===== src/rtl/dice_roll_capture.sv =====
// dice_roll_capture: detects the end of a dice roll (button release), waits
// for the dice value to settle, then captures and reports the throw. Keeps
// saturating per-face and total tallies and drives a 7-segment pattern of
// the last captured result.
module dice_roll_capture #(
  parameter int SETTLE_CYCLES = 2,
  parameter int CNT_W         = 8
) (
  input  logic             clk,
  input  logic             rst,
  input  logic             button,
  input  logic [2:0]       throw,
  input  logic [2:0]       face_count_sel,
  output logic [2:0]       result,
  output logic             result_valid,
  output logic             rolling,
  output logic [6:0]       seg,
  output logic [CNT_W-1:0] face_count,
  output logic [CNT_W-1:0] total_rolls,
  output logic             error
);

  localparam int              SC_W    = (SETTLE_CYCLES > 1) ? $clog2(SETTLE_CYCLES) : 1;
  localparam logic [SC_W-1:0] SC_LOAD = SC_W'(SETTLE_CYCLES - 1);
  localparam logic [SC_W-1:0] SC_ONE  = SC_W'(1);
  localparam logic [CNT_W-1:0] CNT_MAX = '1;
  localparam logic [CNT_W-1:0] CNT_ONE = CNT_W'(1);

  typedef enum logic [1:0] {
    IDLE,
    ROLLING,
    SETTLE,
    REPORT
  } state_t;

  state_t           state;
  logic [SC_W-1:0]  settle_cnt;
  logic [CNT_W-1:0] face_cnt [1:6];
  logic             throw_legal;

  assign throw_legal = (throw != 3'd0) && (throw != 3'd7);

  function automatic logic [6:0] seg_decode(input logic [2:0] v);
    case (v)
      3'd1:    return 7'b0110000;
      3'd2:    return 7'b1101101;
      3'd3:    return 7'b1111001;
      3'd4:    return 7'b0110011;
      3'd5:    return 7'b1011011;
      3'd6:    return 7'b1011111;
      default: return 7'b0000000;
    endcase
  endfunction

  // Roll-tracking FSM with registered result, segment, tally and flag outputs
  always_ff @(posedge clk) begin
    if (rst) begin
      state        <= IDLE;
      settle_cnt   <= '0;
      result       <= '0;
      result_valid <= 1'b0;
      rolling      <= 1'b0;
      seg          <= '0;
      total_rolls  <= '0;
      error        <= 1'b0;
      for (int unsigned f = 1; f <= 6; f++) begin
        face_cnt[f] <= '0;
      end
    end else begin
      result_valid <= 1'b0;
      case (state)
        IDLE: begin
          if (button) begin
            state   <= ROLLING;
            rolling <= 1'b1;
          end
        end
        ROLLING: begin
          if (!button) begin
            state      <= SETTLE;
            settle_cnt <= SC_LOAD;
          end
        end
        SETTLE: begin
          if (button) begin
            state <= ROLLING;
          end else if (settle_cnt != '0) begin
            settle_cnt <= settle_cnt - SC_ONE;
          end else begin
            state   <= REPORT;
            rolling <= 1'b0;
            if (throw_legal) begin
              result       <= throw;
              seg          <= seg_decode(throw);
              result_valid <= 1'b1;
              if (total_rolls != CNT_MAX) begin
                total_rolls <= total_rolls + CNT_ONE;
              end
              for (int unsigned f = 1; f <= 6; f++) begin
                if (throw == 3'(f) && face_cnt[f] != CNT_MAX) begin
                  face_cnt[f] <= face_cnt[f] + CNT_ONE;
                end
              end
            end else begin
              error <= 1'b1;
            end
          end
        end
        REPORT: begin
          if (button) begin
            state   <= ROLLING;
            rolling <= 1'b1;
          end else begin
            state <= IDLE;
          end
        end
        default: begin
          state   <= IDLE;
          rolling <= 1'b0;
        end
      endcase
    end
  end

  // Combinational tally readback; selects 0 and 7 read as zero
  always_comb begin
    face_count = '0;
    for (int unsigned f = 1; f <= 6; f++) begin
      if (face_count_sel == 3'(f)) begin
        face_count = face_cnt[f];
      end
    end
  end

endmodule


===== config.mk =====
export PLATFORM = sky130hd
export DESIGN_NAME = dice_roll_capture
export DESIGN_NICKNAME = d
export VERILOG_FILES = /design/src/rtl/dice_roll_capture.sv
export SDC_FILE = /design/constraint.sdc
export NUM_CORES = 1
export LEC_CHECK = 0
export ABC_AREA = 0
export CELL_PAD_IN_SITES_DETAIL_PLACEMENT = 0
export CELL_PAD_IN_SITES_GLOBAL_PLACEMENT = 1
export CORE_MARGIN = 2
export CORE_UTILIZATION = 40
export DETAILED_ROUTE_END_ITERATION = 16
export GPL_TIMING_DRIVEN = 0
export PLACE_DENSITY_LB_ADDON = 0.2
export SYNTH_ARGS = -nofsm -noshare
export SYNTH_HDL_FRONTEND = slang
export SYNTH_SLANG_ARGS = --single-unit

===== constraint.sdc =====
create_clock -name clk -period 2.3 [get_ports clk]
set_input_delay 0.46 -clock clk [delete_from_list [all_inputs] [get_ports clk]]
set_output_delay 0.46 -clock clk [all_outputs]
set_load 0.005 [all_outputs]

# == After elaboration in Yosys (flattened, before gate mapping) ==
# Memories as Yosys holds them, arrays and structs flattened.
# Cells that the tools add are included.
# W data, S select, Z words.
# classes
add_sub_neg,8
n_eq_ne,29
mux,72
bitwise,10
reduce_logical,19
# op_table
cell,n
$mux W8,12
$add A8 B1 Y8 const B,7
$ne A8 B8 Y1 const B,7
$mux W1,52
$pmux W7 S6,1
$eq A3 B3 Y1 const B,6
$eq A3 B2 Y1 const B,4
$reduce_and A4 Y1,3
$mux W2,4
$ne A2 B2 Y1 const B,4
$pmux W2 S4,1
$logic_and A1 B1 Y1,7
$eq A3 B1 Y1 const B,2
$ne A3 B3 Y1 const B,2
$or A1 B1 Y1,6
$reduce_and A3 Y1,2
$reduce_and A5 Y1,1
$eq A2 B2 Y1 const B,2
$not A1 Y1,4
$pmux W1 S2,2
$reduce_bool A2 Y1,2
$reduce_or A4 Y1,1
$reduce_bool A3 Y1,1
$eq A2 B1 Y1 const B,1
4 further kinds,4
# word_totals
register_bits,24
ram_bits,48
in_bits,9
word_cells,147
n_memories,1
# mem_list
name,words,width,read_ports,rd_clocked_by_memory_dff,write_ports,line_no,rtl
face_cnt,6,8,6,0,6,38,logic [CNT_W-1:0] face_cnt [1:6];

# == Depth between registers and ports, before layout ==
# An unclocked memory read counts as a cell.
# logic_depth
depth_word,11
depth_mapped,7
ltp_nobuf,6

# == Worst setup path after synthesis ==
# No wires, ideal clock.
# synth_path
kind,register to register
startpoint,register state[0]
endpoint,"register, netlist name face_cnt[0][32]"
setup_ps,384
t_arrival_ps,1847
t_required_ps,1916
setup_slack_ps,69
stages_incl_launch_ff,7
synth_period_minus_slack_ps,2231
cell_sequence,dfxtp_1 inv_1 ha_1 nor3b_2 buf_2 nand2_1 o21ai_0
# synth_lines
element,line_no,rtl
from (decl),36,state_t state;
from (signal assigned),58,state <= IDLE;
from (signal assigned),74,state <= ROLLING;
from (signal assigned),80,state <= SETTLE;

# == Worst setup path in the final report ==
# layout_path
startpoint,input face_count_sel[2]
endpoint,output face_count[6]
# layout_via
elab_chain_cells,7
word_cells_on_any_way,12
cone_classes,eq/ne (6); mux (6)
# layout_lines
element,line_no,rtl
from (decl),13,"input logic [2:0] face_count_sel,"
$eq A3 B1 Y1,129,if (face_count_sel == 3'(f)) begin
$mux W8 (5 in series),129,
$mux W8 (*),129,
to (decl),18,"output logic [CNT_W-1:0] face_count,"
# Mark *: on every way between the ends. The rest lies on a longest branch, timed or not.

==> impl_results.md <==
* Worst Setup Path Type: primary input to output port
* Netlist cell types at 53
* DRT iter0 DRCs at 174
* Die extent in y at 106 um
* Hold Crit Class: flip-flop to flip-flop
* Syn Area/Cell at 9.07 um2
* Overall global routing resource usage at 19.4%
* Post-place setup slack at -0.888 ns
* Area taken by multi-input logic gates at 2180 um2
* Post-placement cell area at 4680 um2
* Synthesized area at 4140 um2
* Post-Synth XOR/XNOR Area at 7.62%
* Syn. warnings at 0
* Commonest register cell after synthesis: edfxtp_1
* Routed Antenna Nets at 0
* CTS tree: yes
* Final period utilization at 96.5%
* H-tree Lvls at 3
* Vias at 3479
* Mux contribution to synthesized area at 1.94%
* Initial antenna violation count at 0
* I/O Buffers at 37
* Largest family of logic cells by synthesized area: simple AND/OR/NAND/NOR gates
* Post-synthesis register bit count at 71
* Status: finished clean
* Post-synthesis sequential area ratio at 46.0%
* Maximum vdd ir drop at 288 uV
* Fmax at 0.451 GHz
* Clock Skew at 0.00823 ns
* Vias in the first global route at 3371
* Reg clk slew, reported paths at 0.08 ns
* Critical Path, Cell by Cell: dlygate4sd2_1 > clkbuf_8 > nor2b_1 > a221o_1 > a32o_1 > dlygate4sd2_1
* CP endpoint kind: output port
* Via/cell ratio at 5.31
* I/O pin cnt at 38
* Final Setup Violations at 0
* GPL Wtd Cong at 0.803
* Compound-Gate Fraction of Synth Area at 15.6%
* Fill count at 956
* Core footprint at 10200 um2
* First-pass detailed-route iteration total at 4
* Crit start category: primary input
* Hold depth at 2
* Cts-stage hold buffer count at 0
* Crit path largest cell delay at 0.26 ns
* Simple-gate portion of the synthesized area at 21.8%
* CP Max Fanout at 10
* Post-Synth Adder-Cell Area at 3.63%
* WL final at 10.4 mm
* Pins Over Slew Limit at 0
* Final-report hold violation count at 0
* Final nets at 535
* ANT cells at 0
* Max-slew headroom at 49.1%
* Max Cap Viol at 0
* Commonest non-fill, non-tap cell in the layout: nor2_1
* Sequential Area at 1900 um2
* Starting density of the core at 40.6%
* Critical Path AT at 1.76 ns
* Hpwl dp at 7.40 mm
* DRC violations left at 0
* Leak Pwr at 0.00178 uW
* Share of cells above drive strength 1 at 11.2%
* Syn-to-layout area delta at 23.5%
* DR WL/cell at 15.9 um
* Clk root buf: clkbuf_8
* Ys async rst share at 0%
* Slew of the pin with the lowest slew margin at 0.763 ns
* Synthesized Nets at 477
* Pwr dens at 605 nW/um2
* R2r worst-path depth at 6
* Post-synth EDFFs at 48
* Clock Sink Count at 71
* Final WS setup at 0.0804 ns
* Die X at 106 um
* Data required, critical path at 1.84 ns
* Slowest cell on the critical path: dlygate4sd2_1
* Worst skew pair latency at 0.36 ns
* Die area at 11200 um2
* Total CTS buffers at 9
* Minimum clock period at 2.22 ns
* First-pass GRT wire length at 17.2 mm
* Unrepaired setup endpoints after global routing: no
* Clock Tree Buf Depth at 2
* Commonest cells after routing, fill and taps aside: 80 x nor2_1, 48 x edfxtp_1, 37 x nand2_1
* Largest net degree at the start of global routing at 13
* Row Count at 37
* Crit path top cell by count: dlygate4sd2_1
* Post-Synthesis Cells at 456
* Cell area after layout at 5110 um2
* Grt total ovfl at 0
-- kinds of logic (layout without fill, tap and decap cells) --
logic type	Yosys count	count (layout)
buffers and inverters	36	99
muxes	8	8
adders and majority gates	12	12
AOI/OAI and AO/OA	101	101
DFF	71	71
and+or+nand+nor	192	192
xor gates and xnor gates	36	36
-- critical path: cells and delay by family --
kind	cells	cell delay [ns]
and+or+nand+nor	1	0.14
AOI/OAI and AO/OA	2	0.47
buffers and inverters	3	0.68
-- routing by layer --
layer / track usage [%] / wire (um) / vias to the layer above
li1: - / - / 1738
met1: 27.6 / 5120 / 1640
met2: 30.0 / 4700 / 87
met3: 4.21 / 438 / 14
met4: 5.36 / 140 / 0
met5: 0 / 0 / -
-- cells in the mapped netlist, types with 9 or more instances --
cell      number  area, um2
a21oi_1       30        150
clkbuf_1      18       67.6
dfxtp_1       23        460
edfxtp_1      48       1440
ha_1          12        150
inv_1         13       48.8
nand2_1       38        143
nand2b_1       9       56.3
nand3_1       22        110
nor2_1        80        300
nor2b_1       13       81.3
o21ai_0       25        125
xnor2_1       23        201
xor2_1        13        114
-- metrics by stage --
stage	util, %	power, uW	instances	setup TNS [ns]	hold slack, ns
global placement	45.9	1960	629	-48.01	0.452
CTS	49.3	3100	650	-1.81	0.479
floorplan	-	1790	456	0	0.453
detailed placement	45.9	1970	629	-50.69	0.460
finish	50.2	3090	655	0	0.475
global route	50.2	3230	655	0	0.518
-- path summary, 6_finish.rpt --
kind	from	to	slack [ns]
worst min register to register	seg[2]$_SDFFE_PP0P_	seg[2]$_SDFFE_PP0P_	0.48
worst max register to register	state[0]$_SDFFE_PP0P_	face_cnt[0][53]$_SDFFCE_PN0P_	0.14
worst max-delay path	face_count_sel[2]	face_count[6]	0.08
worst min-delay path	seg[2]$_SDFFE_PP0P_	seg[2]$_SDFFE_PP0P_	0.48
-- power breakdown --
group	internal, uW	leakage (uW)	switching, uW	total [uW]
clock	608	0.000104	509	1120
combinational	220	0.000999	246	467
sequential	1420	0.000682	82.8	1510
-- repair_timing --
item                       4_1_cts  5_1_grt
setup endpoints to repair       56       64
buffers inserted                 5        5
resized for setup               52       13
pin swaps                        4        4
-- state kept, by name (all words and copies together), names as in the netlist --
register,flops
state,2
result_valid,1
error,1
settle_cnt,1
face_cnt,48
rolling,1
result,3
seg,6
total_rolls,8
-- area by class of cell --
type / instances / share of cell area, %
timing repair buffer: 47 / 8.69
multi-input combinational: 349 / 42.6
tap: 136 / 3.33
clock buffer: 10 / 2.50
clock inverter: 6 / 1.67
sequential: 71 / 37.2
inverter: 13 / 0.955
buffer: 23 / 2.99
(Power assumes the default switching activity.)
